===== src/rtl/adjust_button_decoder.sv =====
// rtl/adjust_button_decoder.sv - sync, debounce, hold-to-repeat and two-button clear for adjust buttons
module adjust_button_decoder #(
    parameter int DEBOUNCE_CYCLES = 4,
    parameter int REPEAT_DELAY    = 16,
    parameter int REPEAT_PERIOD   = 4
) (
    input  logic       i_clk,
    input  logic       i_rstn,
    input  logic       i_btn_up,
    input  logic       i_btn_down,
    input  logic       i_enable,
    output logic       o_up,
    output logic       o_down,
    output logic [1:0] o_pressed
);
    localparam int RMAX = (REPEAT_DELAY > REPEAT_PERIOD) ? REPEAT_DELAY : REPEAT_PERIOD;
    localparam int RW   = $clog2(RMAX);
    localparam int DW   = $clog2(DEBOUNCE_CYCLES);

    typedef enum logic [2:0] {IDLE, UP_DELAY, UP_REPEAT, DN_DELAY, DN_REPEAT, LOCK} state_t;

    // Bit 1 is the up button, bit 0 the down button throughout.
    logic [1:0]    sync1, sync2, level;
    logic [DW-1:0] dcnt [2];

    always_ff @(posedge i_clk or negedge i_rstn) begin
        if (!i_rstn) begin
            sync1 <= '0;
            sync2 <= '0;
        end else begin
            sync1 <= {i_btn_up, i_btn_down};
            sync2 <= sync1;
        end
    end

    always_ff @(posedge i_clk or negedge i_rstn) begin
        if (!i_rstn) begin
            level   <= '0;
            dcnt[0] <= '0;
            dcnt[1] <= '0;
        end else begin
            for (int b = 0; b < 2; b++) begin
                if (sync2[b] == level[b]) begin
                    dcnt[b] <= '0;
                end else if (dcnt[b] == DW'(DEBOUNCE_CYCLES - 1)) begin
                    level[b] <= sync2[b];
                    dcnt[b]  <= '0;
                end else begin
                    dcnt[b] <= dcnt[b] + 1'b1;
                end
            end
        end
    end

    assign o_pressed = level;

    state_t        state, state_nx;
    logic [RW-1:0] rcnt, rcnt_nx, rpt_limit;
    logic          up_nx, dn_nx, going_up, held, other;

    assign going_up  = (state == UP_DELAY) || (state == UP_REPEAT);
    assign held      = going_up ? level[1] : level[0];
    assign other     = going_up ? level[0] : level[1];
    assign rpt_limit = ((state == UP_DELAY) || (state == DN_DELAY)) ?
                       RW'(REPEAT_DELAY - 1) : RW'(REPEAT_PERIOD - 1);

    always_ff @(posedge i_clk or negedge i_rstn) begin
        if (!i_rstn) begin
            state  <= IDLE;
            rcnt   <= '0;
            o_up   <= 1'b0;
            o_down <= 1'b0;
        end else begin
            state  <= state_nx;
            rcnt   <= rcnt_nx;
            o_up   <= up_nx;
            o_down <= dn_nx;
        end
    end

    always_comb begin
        state_nx = state;
        rcnt_nx  = rcnt;
        up_nx    = 1'b0;
        dn_nx    = 1'b0;
        if (!i_enable) begin
            state_nx = IDLE;
            rcnt_nx  = '0;
        end else begin
            case (state)
                IDLE: begin
                    rcnt_nx = '0;
                    if (level[1] && level[0]) begin
                        up_nx    = 1'b1;
                        dn_nx    = 1'b1;
                        state_nx = LOCK;
                    end else if (level[1]) begin
                        up_nx    = 1'b1;
                        state_nx = UP_DELAY;
                    end else if (level[0]) begin
                        dn_nx    = 1'b1;
                        state_nx = DN_DELAY;
                    end
                end
                UP_DELAY, UP_REPEAT, DN_DELAY, DN_REPEAT: begin
                    // Release and clear are checked before the repeat strobe so they win in the same cycle.
                    if (!held) begin
                        state_nx = IDLE;
                        rcnt_nx  = '0;
                    end else if (other) begin
                        up_nx    = 1'b1;
                        dn_nx    = 1'b1;
                        state_nx = LOCK;
                        rcnt_nx  = '0;
                    end else if (rcnt == rpt_limit) begin
                        rcnt_nx = '0;
                        if (going_up) begin
                            up_nx    = 1'b1;
                            state_nx = UP_REPEAT;
                        end else begin
                            dn_nx    = 1'b1;
                            state_nx = DN_REPEAT;
                        end
                    end else begin
                        rcnt_nx = rcnt + 1'b1;
                    end
                end
                LOCK: begin
                    rcnt_nx = '0;
                    if (!level[1] && !level[0]) state_nx = IDLE;
                end
                default: begin
                    state_nx = IDLE;
                    rcnt_nx  = '0;
                end
            endcase
        end
    end
endmodule


===== config.mk =====
export PLATFORM = sky130hd
export DESIGN_NAME = adjust_button_decoder
export DESIGN_NICKNAME = d
export VERILOG_FILES = /design/src/rtl/adjust_button_decoder.sv
export SDC_FILE = /design/constraint.sdc
export NUM_CORES = 1
export LEC_CHECK = 0
export ABC_AREA = 1
export ABC_CLOCK_PERIOD_IN_PS = 1560
export BUFFER_PORTS_ARGS = -buffer_cell sky130_fd_sc_hd__buf_2
export CAP_MARGIN = 0
export CORE_MARGIN = 5
export CORE_UTILIZATION = 30
export CTS_CLUSTER_SIZE = 28
export DETAILED_ROUTE_END_ITERATION = 12
export PLACE_DENSITY = 0.56
export SLEW_MARGIN = 10
export SYNTH_ARGS = -nofsm -noshare
export SYNTH_HDL_FRONTEND = slang
export SYNTH_SLANG_ARGS = --single-unit
export TNS_END_PERCENT = 1

===== constraint.sdc =====
create_clock -name i_clk -period 1.56 [get_ports i_clk]
set_input_delay 0 -clock i_clk [delete_from_list [all_inputs] [get_ports i_clk]]
set_output_delay 0 -clock i_clk [all_outputs]
set_load 0.02 [all_outputs]

# After elaboration in Yosys (flattened, before gate mapping)
# Cells that the tools add are included.
[op_classes]
add_sub_neg = 3
n_eq_ne = 13
n_mux = 39
n_bitwise = 2
n_reduce_logical = 11
[op_table]
columns = ["cell", "count"]
rows = [
  ["3-bit 2-to-1 mux", 9],
  ["4-bit 2-to-1 mux", 6],
  ["1-bit 2-to-1 mux", 17],
  ["5-bit != test, second input constant", 2],
  ["3-bit one-hot mux with 3 select lines", 1],
  ["2-bit 2-to-1 mux", 4],
  ["3-bit by 2-bit == test with 1-bit output, second input constant", 2],
  ["3-bit == test, second input constant", 2],
  ["2-bit by 1-bit adder with 2-bit output, second input constant", 2],
  ["4-bit by 1-bit adder with 4-bit output, second input constant", 1],
  ["2-bit == test, second input constant", 2],
  ["4-bit == test", 1],
  ["1-bit one-hot mux with 2 select lines", 2],
  ["2-bit AND reduction", 2],
  ["4-bit OR reduction", 1],
  ["3-bit by 1-bit == test with 1-bit output, second input constant", 1],
  ["3-bit zero test", 1],
  ["3-bit != test, second input constant", 1],
  ["3-bit AND reduction", 1],
  ["1-bit == test", 2],
  ["1-bit logical AND", 2],
  ["1-bit zero test", 2],
  ["1-bit logical OR", 2],
  ["1-bit inverter", 2],
]
[word_totals]
regBits = 19
in_bits = 5
out_inout_bits = 4
word_cells = 78

# Logic depth before layout (Yosys ltp)
# Gate-level depths: netlist (run 1).
[logic_depth]
depth_word = 9
ltp_mapped = 10
depth_no_buf = 10

# Least setup slack after synthesis (run 1)
# Ideal clock, no wire load.
[synth_timing]
kind = "register -> register"
from = "reg level[0], in the netlist o_pressed[0]"
to = "reg state[1]"
setup_ns = 0.117
arrival_ns = 1.268
t_required_ns = 1.443
slack_ns = 0.175
path_stages_with_launch = 9
path_buffers = 1
synth_period_minus_slack_ns = 1.385
path_cell_list = "dfrtp_1 clkbuf_1 inv_1 nand2_1 nand2_1 nor2_4 nand2_4 nand3_1 nand2_1"
[synth_between]
elab_chain_len = 5
word_cells_on_any_way = 14
cone_classes = "eq/ne (3); mux (7); reduce/logical (4)"
[synth_lines]
columns = ["element", "line", "source"]
rows = [
  ["start, declared", "23", "logic [1:0] sync1, sync2, level;"],
  ["start signal, assigned by index", "46", "level[b] <= sync2[b];"],
  ["1-bit 2-to-1 mux", "63", "assign other = going_up ? level[0] : level[1];"],
  ["3-bit 2-to-1 mux", "110", "end else if (other) begin"],
  ["3-bit 2-to-1 mux", "107", "if (!held) begin"],
  ["3-bit one-hot mux with 3 select lines", "90", "case (state)"],
  ["3-bit 2-to-1 mux", "86", "if (!i_enable) begin"],
  ["end signal, assigned", "74", "state <= state_nx;"],
  ["end, declared", "57", "state_t state, state_nx;"],
]
# Parallel ways exist; a longest one is shown, timed or not.
# A chain may end at the register's enable or synchronous reset.

# Worst setup path in the final report (run 1)
[layout_timing]
from = "reg state[0]"
to = "reg state[0]"
[layout_between]
elab_chain_len = 7
word_cells_on_any_way = 21
cone_classes = "eq/ne (9); mux (7); reduce/logical (5)"
[layout_lines]
columns = ["element", "line", "source"]
rows = [
  ["3-bit by 1-bit == test with 1-bit output or 3-bit by 2-bit == test with 1-bit output (tied branches)", "61, 64, 90", ""],
  ["1-bit logical OR", "61", "assign going_up = (state == UP_DELAY) || (state == UP_REPEAT);"],
  ["1-bit 2-to-1 mux", "63", ""],
  ["3-bit 2-to-1 mux", "110", ""],
  ["3-bit 2-to-1 mux", "107", ""],
  ["3-bit one-hot mux with 3 select lines", "90", ""],
  ["3-bit 2-to-1 mux", "86", ""],
]
# Parallel ways exist; a longest one is shown, timed or not.

==> results.toml, run 1 <==
[detailed_routing]
post-route-drc-count = 0
first_pass_iters = 4
wl_per_cell_um = 10.40
viasPerCell = 4.424
vias = 761
totalWireLength_mm = 1.789
drt_iter0_markers = 29
ant_nets = 0

[layout]
antenna_cells = 0
syn2layout_area_growth_pct = 16.15
fin_area_um2 = 1125
nets = 137
fillers = 322
drive_above_1_share = 0.1953

[global_route]
grt-ovfl-total = 0
antenna_found_initial = 0
grt_pass1_wl_mm = 3.222
grt_use_total = 0.09342
grt_pass1_vias = 694
grt_start_max_net_pins = 20

[power_and_ir_drop]
power_frac_seq = 0.386
power_frac_comb = 0.486
intPower_mw = 1.053
power.leakage_nw = 0.5540
p_clk_frac = 0.128
switching_power_mw = 0.8992
p_per_area_nw_per_um2 = 1735
netSwitchingFraction = 0.4607
irDropWorstVdd_uv = 661.4

[place]
placed_area_um2 = 1062
dpl.hpwl_mm = 1.412
io_buffer_count = 8
place.gp.congestion = 0.8555

[logic_synthesis]
synth_area_per_cell_um2 = 8.495
synth_fa_ha_area_frac = 0.03876
synth_edf_count = 0
netlist_area_um2 = 968.4
synthSimpleGateAreaFrac = 0.3243
synth_compound_area_frac = 0.06202
synth-main-ff-cell = "dfrtp_1"
ys_ff_latch = 19
synth_top_family_by_area = "simple AND/OR/NAND/NOR gates"
synth_cells = 114
async_flop_share = 1.000
ys_seq_area_frac = 0.4910
synth-xor-area-share = 0.03618
synthMuxAreaShare = 0
yosysWarnings = 0
syn_nets = 122
ys_types = 22

[critical_path]
startpoint = "state[0]$_DFFE_PN0P_"
arrival_ps = 1630
critPathLaunchType = "flip-flop"
timing.rr.start = "state[0]$_DFFE_PN0P_"
path_class = "reg2reg"
critPathRequiredTime_ps = 1800
end_kind = "flip-flop"
worst-path-max-fanout = 7

[status]
outcome = "finished, final reports clean"

[min_path]
hold_start = "i_enable"
min_path_type = "in2reg"

[timing]
final.setup.tns_ps = 0
relSlewSlack = 0.7209
setup_violations = 0
tightest_slew_ps = 418.7
fin_crit_sh = 0.8896
finalMaxSlewViolations = 0
rsz0062_at_grt = "false"
max_clock_freq_mhz = 720.5
finalHoldViolations = 0
fin_skew_ps = 1.038
fin_crit_ps = 1388

[clock_tree]
clockBufferDepth = 2
clk_pin_slew_ps = 110
tritoncts = "done"
cts-buffers-inserted = 3
clock_latency_ps = 290
h-tree-depth = 1
cts-root-buf = "clkbuf_4"
cts.sinks = 19

[floorplanning]
core_um2 = 3078
io_pins = 9
fp.dieW_um = 66.82
start_util = 0.3146
rows = 20
dieArea_um2 = 4464
fp.dieH_um = 66.82

[run]
cap_violations = 0
power groups by stage:
stage	logic [mW]	registers [mW]	clock network, mW
after detailed placement	0.945	0.760	0
after global placement	0.933	0.752	0
after CTS	0.955	0.748	0.257
final	0.949	0.753	0.250
after floorplan	0.722	0.760	0
after global routing	1.08	0.782	0.288
final cells by class:
cell class,instances,area [µm²],share of cell area
inverter,10,37.54,0.03337
timing repair buffer,12,77.57,0.06897
clock buffer,3,22.52,0.02002
tap,44,55.05,0.04894
clock inverter,1,5.005,0.004449
sequential,19,475.5,0.4227
multi-input combinational,83,451.7,0.4016
cells in the mapped netlist, types with 2 or more instances:
cell	instances	area, µm²
nor2_1	13	48.80
a21oi_1	4	20.02
nand2_1	32	120.1
inv_1	9	33.78
nand3_1	8	40.04
nand2_4	2	22.52
o21ai_0	4	20.02
nor3_1	2	10.01
nand4_1	4	25.02
xnor2_1	3	26.28
nand2_2	2	12.51
dfrtp_1	19	475.5
ha_1	3	37.54
path summary, 6_finish.rpt:
kind | slack (ps) | to | depth (start not counted)
max in group asynchronous | 1110 | rcnt[1]$_DFF_PN0_ | 2
setup / recovery | 170 | state[0]$_DFFE_PN0P_ | 10
setup reg to reg | 170 | state[0]$_DFFE_PN0P_ | 10
hold reg to reg | 370 | sync2[1]$_DFF_PN0_ | 0
min in group asynchronous | 150 | dcnt[2]$_DFF_PN0_ | 2
hold / removal | 9 | o_up$_DFF_PN0_ | 3
routing by layer:
layer | wire length (µm) | vias up | track usage | part of all wire
met5 | 0 | - | 0 | 0
met4 | 0 | 0 | 0.02284 | 0
met3 | 71 | 0 | 0.02192 | 0.040
met2 | 841 | 15 | 0.1448 | 0.47
met1 | 877 | 352 | 0.1303 | 0.49
li1 | - | 394 | - | -
logic make-up (layout without fill, tap and decap cells):
kind of cell	count (synthesis)	after routing
xor gates and xnor gates	4	4
adders and majority gates	3	3
AOI/OAI and AO/OA	10	10
buffers and inverters	12	26
and+or+nand+nor	66	66
DFF	19	19
stage by stage:
step	hold WS (ps)	std cells	worst slack, ps	power (mW)	util
6_report	8.730	172	172.2	1.952	0.3654
5_1_grt	23.88	172	11.21	2.148	0.3654
4_1_cts	3.416	172	108.0	1.960	0.3638
3_5_place_dp	-35.02	165	139.6	1.705	0.3451
3_3_place_gp	-39.74	165	145.3	1.685	0.3451
2_1_floorplan	-295.6	114	175.0	1.482	-
placed cells by master (no fill, tap or decap):
cell | netlist | routed
ha_1 | 3 | 3
nor2_4 | 1 | 1
buf_4 | 0 | 1
nand3_4 | 1 | 1
xor2_1 | 1 | 1
a21boi_0 | 1 | 1
nand4_1 | 4 | 4
buf_2 | 1 | 8
inv_2 | 1 | 2
nand2_4 | 2 | 2
nor2_1 | 13 | 12
a31oi_2 | 1 | 1
xnor2_1 | 3 | 3
nor3_1 | 2 | 2
clkinv_2 | 0 | 1
dlygate4sd3_1 | 0 | 3
clkbuf_4 | 0 | 3
o21ai_0 | 4 | 4
nand2_1 | 32 | 31
nand3_1 | 8 | 8
nand2_2 | 2 | 3
a21oi_1 | 4 | 4
dfrtp_1 | 19 | 19
nor2_2 | 1 | 2
inv_1 | 9 | 8
registers in the layout, indices dropped and copies added, names as in the netlist:
| signal | flops |
|---|---|
| state | 3 |
| sync1 | 2 |
| o_down | 1 |
| o_pressed | 2 |
| rcnt | 4 |
| sync2 | 2 |
| o_up | 1 |
| dcnt | 4 |
worst max-delay path: stages (launching register included):
cell and delay (ps):
dfrtp_1 490, inv_2 70, nand2_4 100, nand3_4 100, nand2_1 80, nand2_1 80
nor2_2 130, nand2_4 90, nand2_2 80, nand2_1 50, nand2_1 60
timing repair:
action,4_1_cts,5_1_grt
gates resized for setup,0,3
buffers inserted,0,0
endpoints found under the hold margin,21,0
endpoints found under the setup margin,0,3
hold buffers,3,0
Note: power is estimated with default switching activity, not from simulation.
==> inputs of run 2 (changes only) <==
--- a/config.mk
+++ b/config.mk
@@ -13,6 +13,7 @@
 export CORE_UTILIZATION = 30
 export CTS_CLUSTER_SIZE = 28
 export DETAILED_ROUTE_END_ITERATION = 12
+export HOLD_SLACK_MARGIN = 0.1
 export PLACE_DENSITY = 0.56
 export SLEW_MARGIN = 10
 export SYNTH_ARGS = -nofsm -noshare
==> run 2 against run 1 <==
Clock skew about the same. First-iteration DRC count grew 3.4%. Combinational power is essentially flat. Setup slack lost 0.70 ps. Routed wire length shrank 0.95%. Sequential share of layout area fell by 0.37 points. Final cell count is 0.58% higher.
==> results.toml, run 2 (same netlist as run 1, synthesis figures left out) <==
[timing]
fin_skew_ps = 1.138
fin_crit_ps = 1389
fin_crit_sh = 0.8901
finalHoldViolations = 0
final.setup.tns_ps = 0
relSlewSlack = 0.7227
rsz0062_at_grt = "false"
setup_violations = 0
tightest_slew_ps = 415.9
finalMaxSlewViolations = 0
max_clock_freq_mhz = 720.2

[critical_path]
r2r_cells = 10
worst-path-max-fanout = 7
path_class = "reg2reg"
end_kind = "flip-flop"
critPathLaunchType = "flip-flop"
worst-r2r-setup-slack_ps = 170
critPathRequiredTime_ps = 1800
arrival_ps = 1630
timing.rr.start = "state[0]$_DFFE_PN0P_"
reg2reg_to = "state[0]$_DFFE_PN0P_"
startpoint = "state[0]$_DFFE_PN0P_"

[detailed_routing]
post-route-drc-count = 0
totalWireLength_mm = 1.772
first_pass_iters = 4
viasPerCell = 4.387
ant_nets = 0
drt_iter0_markers = 30
vias = 759
wl_per_cell_um = 10.24

[global_route]
met2_usage = 0.1448
antenna_found_initial = 0
grt_pass1_wl_mm = 3.208
use_met1 = 0.1293
use_met3 = 0.02192
grt_pass1_vias = 688
grt-ovfl-total = 0
grt_use_total = 0.09306
grt_start_max_net_pins = 20
busiest_layer = "met2"

[floorplanning]
fp.dieW_um = 66.82
rows = 20
core_um2 = 3078
start_util = 0.3146
dieArea_um2 = 4464
io_pins = 9
fp.dieH_um = 66.82

[place]
dpl.hpwl_mm = 1.412
place_inst = 165
place.gp.congestion = 0.8555
io_buffer_count = 8

[layout]
syn2layout_area_growth_pct = 17.18
mostFrequentLayoutCells = "nand2_1, dfrtp_1, nor2_1"
stdcell_count = 173
layout_commonest_cell = "nand2_1"
reg_top3 = "dcnt (4), rcnt (4), state (3)"
nets = 138
fillers = 318
drive_above_1_share = 0.1938
antenna_cells = 0
multiInputGateArea_um2 = 451.7
regArea_um2 = 475.5

[clock_tree]
clockBufferDepth = 2
tritoncts = "done"
clock_latency_ps = 290
clk_pin_slew_ps = 110
h-tree-depth = 1
cts-root-buf = "clkbuf_4"
cts.sinks = 19
cts-buffers-inserted = 3
postCtsSetupRepairBufs = 0

[power_and_ir_drop]
irDropWorstVdd_uv = 660.7
power.leakage_nw = 0.5582
p_per_area_nw_per_um2 = 1722

[status]
outcome = "finished, final reports clean"

[run]
cap_violations = 0

[min_path]
min_path_type = "in2async"
## run 2: timing repair
item / 4_1_cts / 5_1_grt
setup endpoints to repair: 0 / 3
hold buffers: 4 / 0
gates resized for setup: 0 / 3
endpoints found under the hold margin: 23 / 0
## run 2: cell type report
type	count	share of cell area
clock buffers	3	0.01985
multi-input cells	83	0.3980
clock inverters	1	0.004410
repair buffers	13	0.07718
flip-flops and latches	19	0.4190
well taps	44	0.04851
inverters	10	0.03308
## run 2: stage by stage
stage	hold WS [ps]	utilization	cell area, µm²	total power [mW]	worst slack, ps
detailed placement	-35.02	0.3451	1062	1.705	139.6
finish	153.5	0.3687	1135	1.954	171.5
CTS	165.3	0.3671	1130	1.962	108.0
global placement	-39.74	0.3451	1062	1.685	145.3
floorplan	-295.6	-	968.4	1.482	175.0
global route	201.0	0.3687	1135	2.150	11.21
## run 2: power breakdown
part / total (mW) / internal (mW) / switching (mW) / leakage, nW
Combinational: 0.951 / 0.337 / 0.614 / 0.295
Clock: 0.250 / 0.0954 / 0.154 / 0.0177
Sequential: 0.753 / 0.621 / 0.132 / 0.246
Total: 1.95 / 1.05 / 0.900 / 0.558
## run 2: how the worst max path moves through the flow
| stage | cells after the start | slack [ps] | to |
|---|---|---|---|
| 6_report | 10 | 170 | state[0]$_DFFE_PN0P_ |
| 4_1_cts | 9 | 110 | state[0]$_DFFE_PN0P_ |
| 3_3_place_gp | 10 | 150 | state[1]$_DFFE_PN0P_ |
| 3_5_place_dp | 9 | 140 | state[1]$_DFFE_PN0P_ |
| 5_1_grt | 10 | 10 | state[1]$_DFFE_PN0P_ |
| 2_1_floorplan | 8 | 180 | state[1]$_DFFE_PN0P_ |
## run 2: routing by layer
layer | part of all wire | vias to the layer above | routed length (µm)
li1 | - | 396 | -
met1 | 0.49 | 348 | 868
met2 | 0.47 | 15 | 828
met3 | 0.042 | 0 | 75
met4 | 0 | 0 | 0
met5 | 0 | - | 0
## run 2: worst max-delay path, stage by stage (launching register included)
cell and delay (ps):
dfrtp_1 490, inv_2 70, nand2_4 100, nand3_4 100, nand2_1 80, nand2_1 80
nor2_2 130, nand2_4 90, nand2_2 80, nand2_1 50, nand2_1 60
